`config.mk`:
```
export PLATFORM = sky130hd
export DESIGN_NAME = scomp_arb
export DESIGN_NICKNAME = d
export VERILOG_FILES = /design/src/rtl/scomp_arb_pkg.sv /design/src/rtl/scomp_arb_cmp.sv /design/src/rtl/scomp_arb.sv
export SDC_FILE = /design/constraint.sdc
export NUM_CORES = 1
export LEC_CHECK = 0
export CORE_ASPECT_RATIO = 0.7
export CORE_MARGIN = 1.5
export CORE_UTILIZATION = 43
export CTS_BUF_LIST = sky130_fd_sc_hd__clkbuf_8
export DETAILED_ROUTE_END_ITERATION = 8
export PLACE_DENSITY_LB_ADDON = 0.1
export RECOVER_POWER = 25
export SYNTH_ARGS = -nofsm -noshare
export SYNTH_HDL_FRONTEND = slang
export SYNTH_SLANG_ARGS = --single-unit
```
`constraint.sdc`:
```
create_clock -name Clk -period 2.32 [get_ports Clk]
set_input_delay 0.232 -clock Clk [delete_from_list [all_inputs] [get_ports Clk]]
set_output_delay 0.232 -clock Clk [all_outputs]
set_load 0.01 [all_outputs]
```
`src/rtl/scomp_arb_pkg.sv`:
```
// Shared types for the scomp_arb compare arbiter.
// FSM state encoding and statistics counter width.
package scomp_arb_pkg;

    typedef enum logic [1:0] {
        ST_IDLE = 2'd0,
        ST_CMP  = 2'd1,
        ST_RSP  = 2'd2
    } state_e;

    localparam int STAT_W = 16;

endpackage

```
`src/rtl/scomp_arb_cmp.sv`:
```
// Combinational two's-complement magnitude comparator (module scomp_cmp).
// Exactly one of gt/lt/eq is asserted for any input pair.
module scomp_cmp #(
    parameter int DATAWIDTH = 8
) (
    input  logic [DATAWIDTH-1:0] a_i,
    input  logic [DATAWIDTH-1:0] b_i,
    output logic                 gt_o,
    output logic                 lt_o,
    output logic                 eq_o
);

    logic sa;
    logic sb;

    assign sa = a_i[DATAWIDTH-1];
    assign sb = b_i[DATAWIDTH-1];

    // Opposite signs: the negative operand is the smaller one.
    always_comb begin
        gt_o = 1'b0;
        lt_o = 1'b0;
        eq_o = 1'b0;
        if (sa != sb) begin
            gt_o = sb;
            lt_o = sa;
        end else begin
            gt_o = (a_i > b_i);
            lt_o = (a_i < b_i);
            eq_o = (a_i == b_i);
        end
    end

endmodule

```
`src/rtl/scomp_arb.sv`:
```
// Round-robin arbiter sharing one signed comparator among NREQ requesters.
// Define SCOMP_ARB_STATS_EN to add the saturating stat_cnt output.
module scomp_arb
    import scomp_arb_pkg::*;
#(
    parameter  int DATAWIDTH = 8,
    parameter  int NREQ      = 4,
    localparam int IDW       = $clog2(NREQ)
) (
    input  logic                      Clk,
    input  logic                      Rst,
    input  logic [NREQ-1:0]           req_valid,
    input  logic [NREQ*DATAWIDTH-1:0] req_a,
    input  logic [NREQ*DATAWIDTH-1:0] req_b,
    output logic [NREQ-1:0]           req_ready,
    output logic                      rsp_valid,
    input  logic                      rsp_ready,
    output logic [IDW-1:0]            rsp_id,
    output logic                      rsp_gt,
    output logic                      rsp_lt,
    output logic                      rsp_eq
`ifdef SCOMP_ARB_STATS_EN
    ,
    output logic [STAT_W-1:0]         stat_cnt
`endif
);

    state_e               state_q;
    logic [IDW-1:0]       ptr_q;
    logic [IDW-1:0]       id_q;
    logic [DATAWIDTH-1:0] a_q;
    logic [DATAWIDTH-1:0] b_q;
    logic                 vld_q;
    logic                 gt_q;
    logic                 lt_q;
    logic                 eq_q;

    logic                 win_vld;
    logic [IDW-1:0]       win_id;
    logic [IDW-1:0]       cand;
    logic [DATAWIDTH-1:0] win_a;
    logic [DATAWIDTH-1:0] win_b;
    logic                 cmp_gt;
    logic                 cmp_lt;
    logic                 cmp_eq;
    logic                 take;

    // Scan farthest-first so the nearest valid slot after ptr wins.
    always_comb begin
        win_vld = 1'b0;
        win_id  = '0;
        cand    = '0;
        for (int k = NREQ; k >= 1; k--) begin
            cand = IDW'((int'(ptr_q) + k) % NREQ);
            if (req_valid[cand]) begin
                win_vld = 1'b1;
                win_id  = cand;
            end
        end
    end

    always_comb begin
        win_a = req_a[int'(win_id)*DATAWIDTH +: DATAWIDTH];
        win_b = req_b[int'(win_id)*DATAWIDTH +: DATAWIDTH];
    end

    assign take      = (state_q == ST_IDLE) && win_vld;
    assign req_ready = take ? (NREQ'(1) << win_id) : '0;

    scomp_cmp #(
        .DATAWIDTH(DATAWIDTH)
    ) u_cmp (
        .a_i (a_q),
        .b_i (b_q),
        .gt_o(cmp_gt),
        .lt_o(cmp_lt),
        .eq_o(cmp_eq)
    );

    always_ff @(posedge Clk) begin
        if (Rst) begin
            state_q <= ST_IDLE;
            ptr_q   <= IDW'(NREQ - 1);
            id_q    <= '0;
            a_q     <= '0;
            b_q     <= '0;
            vld_q   <= 1'b0;
            gt_q    <= 1'b0;
            lt_q    <= 1'b0;
            eq_q    <= 1'b0;
        end else begin
            unique case (state_q)
                ST_IDLE: begin
                    if (take) begin
                        a_q     <= win_a;
                        b_q     <= win_b;
                        id_q    <= win_id;
                        ptr_q   <= win_id;
                        state_q <= ST_CMP;
                    end
                end
                ST_CMP: begin
                    gt_q    <= cmp_gt;
                    lt_q    <= cmp_lt;
                    eq_q    <= cmp_eq;
                    vld_q   <= 1'b1;
                    state_q <= ST_RSP;
                end
                ST_RSP: begin
                    if (rsp_ready) begin
                        vld_q   <= 1'b0;
                        state_q <= ST_IDLE;
                    end
                end
                default: state_q <= ST_IDLE;
            endcase
        end
    end

    assign rsp_valid = vld_q;
    assign rsp_id    = id_q;
    assign rsp_gt    = gt_q;
    assign rsp_lt    = lt_q;
    assign rsp_eq    = eq_q;

`ifdef SCOMP_ARB_STATS_EN
    logic [STAT_W-1:0] stat_q;

    always_ff @(posedge Clk) begin
        if (Rst) begin
            stat_q <= '0;
        end else if ((state_q == ST_RSP) && vld_q && rsp_ready
                     && (stat_q != {STAT_W{1'b1}})) begin
            stat_q <= stat_q + 1'b1;
        end
    end

    assign stat_cnt = stat_q;
`endif

endmodule

```
==> run_results.csv <==
group,metric,value,unit
run_status,outcome,"complete, no violations",
sta,fin_ws,0.151,ns
floorplanning,die_w,79.3,microns
logic_synthesis,synth_top_cell_by_area,"dfxtp_1",
logic_synthesis,syn_nets,265,
placement,place_ws,-0.142,ns
power_and_ir_drop,p_total,0.00172,W
setup_path,slowest_delay,0.51,ns
drt,vias,1679,
drt,drc,0,
setup_path,critPathLaunchType,"input pin",
sta,maxSlewHeadroom,68.3,%
logic_synthesis,dominantRegCellSynth,"dfxtp_1",
job,cap_viol_max_count,0,
floorplanning,start_util,44.7,%
drt,wl_per_cell,12.6,microns
final_layout,final_nets,358,
sta,drv_slew,0,
floorplanning,coreArea,3920,sq um
sta,fmax,461,MHz
sta,setup_viol,0,
final_layout,syn_to_final_growth,58.2,%
setup_path,crit_required,2.09,ns
clocking,cts_root_buf,"clkbuf_8",
sta,finalHoldViolations,0,
setup_path,crit_type,"input pin to primary output",
power_and_ir_drop,switching_power,0.000531,W
sta,rsz0062_at_grt,"false",
setup_path,critPathTopFamily,"buffers and inverters",
min_path,hold_path_class,"register to register",
drt,via_per_inst,5.09,
power_and_ir_drop,p_int,0.00119,W
logic_synthesis,yosysSeqAreaShare,29.7,%
setup_path,critPathCaptureType,"primary output",
drt,drt-total-wl,4160,microns
power_and_ir_drop,p_sw_share,30.9,%
drt,initialDrtViolationCount,61,
placement,place.gp.congestion,0.840,
final_layout,final_layout_size_suffix_gt1_share,16.2,%
setup_path,path_cells,"clkdlybuf4s50_1 > inv_1 > a221o_1 > a21oi_4 > buf_6 > and2_1 > dlygate4sd2_1",
global_routing,grt_pass1_wl,7490,microns
clocking,clock_path_buffers,2,
clocking,clock_latency,0.28,ns
sta,fin_worst_skew,0.00963,ns
drt,drtAntennaViolNets,0,
clocking,htreeDepth,1,
drt,drtPass1Iterations,4,
clocking,cts_buffers,3,
floorplanning,rows,19,
logic_synthesis,synthArstFlopShare,0,%
global_routing,grt_pass1_vias,1630,
logic_synthesis,synth_commonest_cells,"mux2i_1 (33), dfxtp_1 (26), inv_1 (13), nor2_1 (13), o21ai_0 (13)",
logic_synthesis,syn-cell-area,1750,sq um
setup_path,critPathMaxFanout,7,
final_layout,antenna_cells,0,
setup_path,slowest_stage,"clkdlybuf4s50_1",
placement,port_buffers,80,
clocking,clk_pin_slew,0.09,ns
clocking,numClockSinks,26,
logic_synthesis,syn-instance-count,186,
logic_synthesis,synth_edf_count,0,
sta,post-route-period-util,93.5,%
logic_synthesis,synth_area_leaders,"dfxtp_1 (30%), mux2i_1 (19%), a221oi_2 (6.0%)",
floorplanning,fp.dieH,56.4,microns
logic_synthesis,synth-seq-cells,26,
floorplanning,dieArea,4480,sq um
power_and_ir_drop,seqPwrFrac,32.5,%
sta,layout_min_cycle_time,2.17,ns
power_and_ir_drop,p_leak,1.18,nW
global_routing,grt_max_degree,16,
placement,dp_hpwl,3400,microns
setup_path,arrival,1.94,ns
power_and_ir_drop,ir_drop,0.351,mV
logic_synthesis,yosysWarnings,0,
global_routing,grt_usage,21.0,%
power_and_ir_drop,clkPwrFrac,22.2,%
global_routing,overflow,0,
logic_synthesis,syn_area_per_cell,9.43,sq um
logic_synthesis,synth.most_common_cell,"mux2i_1",
sta,worstMarginPinSlew,0.475,ns
logic_synthesis,synth_cell_types,37,
power_and_ir_drop,p_per_area,619,nW/um^2
setup_path,worst-path-buf-inv,4,
clocking,cts_tree,"yes",
power_and_ir_drop,power_frac_comb,45.3,%
clocking,cts_setup_buffers,0,
logic_synthesis,synth_top_area_share,29.7,%
floorplanning,ios,81,
global_routing,antenna_found_initial,0,
## final timing paths
path / startpoint / endpoint / slack [ns] / depth (start not counted)
max: req_valid[2] / req_ready[2] / 0.15 / 7
min: b_q[3] / b_q[3] / 0.46 / 2
max reg2reg: ptr_q[0] / b_q[4] / 0.46 / 7
min reg2reg: b_q[3] / b_q[3] / 0.46 / 2
## cell type report
class	instances	area [sq um]
fill	337	1150
multi-input combinational	137	1120
timing repair buffer	98	947
sequential	26	520
tap	52	65.1
inverter	13	48.8
clock buffer	3	41.3
clock inverter	1	30.0
## metrics by stage
| stage | hold slack [ns] | cells | utilization (%) | area, sq um | setup TNS, ns |
|---|---|---|---|---|---|
| 4_1_cts | 0.464 | 330 | 70.7 | 2780 | 0 |
| 5_1_grt | 0.497 | 330 | 70.7 | 2780 | 0 |
| 2_1_floorplan | 0.304 | 186 | - | 1750 | 0 |
| 6_report | 0.461 | 330 | 70.7 | 2780 | 0 |
| 3_5_place_dp | 0.452 | 326 | 68.6 | 2690 | -0.516 |
| 3_3_place_gp | 0.448 | 326 | 68.6 | 2690 | -0.427 |
## power groups by stage
stage / Clock [W] / Combinational, W / Sequential, W
6_report: 0.000381 / 0.000779 / 0.000558
4_1_cts: 0.000390 / 0.000789 / 0.000559
5_1_grt: 0.000407 / 0.000863 / 0.000569
2_1_floorplan: 0 / 0.000483 / 0.000565
3_5_place_dp: 0 / 0.000782 / 0.000569
3_3_place_gp: 0 / 0.000780 / 0.000568
## tightest hold or removal path, cell delays in order (launching register included)
cell and delay (ns):
dfxtp_1 0.32, nand3_1 0.06, o21ai_1 0.05
## state kept, by name, indices dropped and copies added (netlist names)
name and flops:
state_q 2, rsp_gt 1, rsp_eq 1, b_q 8
rsp_id 2, a_q 8, rsp_lt 1, ptr_q 2
rsp_valid 1
## timing repair
item	4_1_cts	5_1_grt
resized for setup	8	0
endpoints found under the setup margin	4	0
hold buffers	0	0
## cells in the final DEF (no fill, tap or decap), drive strengths merged, types with 8 or more instances in the layout
master	count
ha	8
mux2i	33
dfxtp	26
clkdlybuf4s50	70
nand3	10
inv	13
buf	18
mux2	9
o21ai	22
nor2	13
## logic make-up (layout without fill, tap and decap cells)
| family | count (synthesis) | after routing | share of synthesized area (%) |
|---|---|---|---|
| AO/OA/AOI/OAI | 44 | 44 | 19.4 |
| flip-flops | 26 | 26 | 29.7 |
| multiplexers | 42 | 42 | 24.6 |
| adder cells (fa/ha/maj) | 8 | 8 | 5.71 |
| AND/OR/NAND/NOR | 43 | 43 | 13.1 |
| buffers and inverters | 23 | 115 | 7.49 |
## routing by layer
layer  vias up  wire, microns  GRT usage (%)  share of wire [%]
li1        867              -              -                  -
met1       774           2040           29.4                 49
met2        35           1920           33.5                 46
met3         3            170           4.55                4.1
met4         0             23           3.76               0.55
met5         -              0              0                  0
No activity file was read; power rests on OpenSTA's default activity.
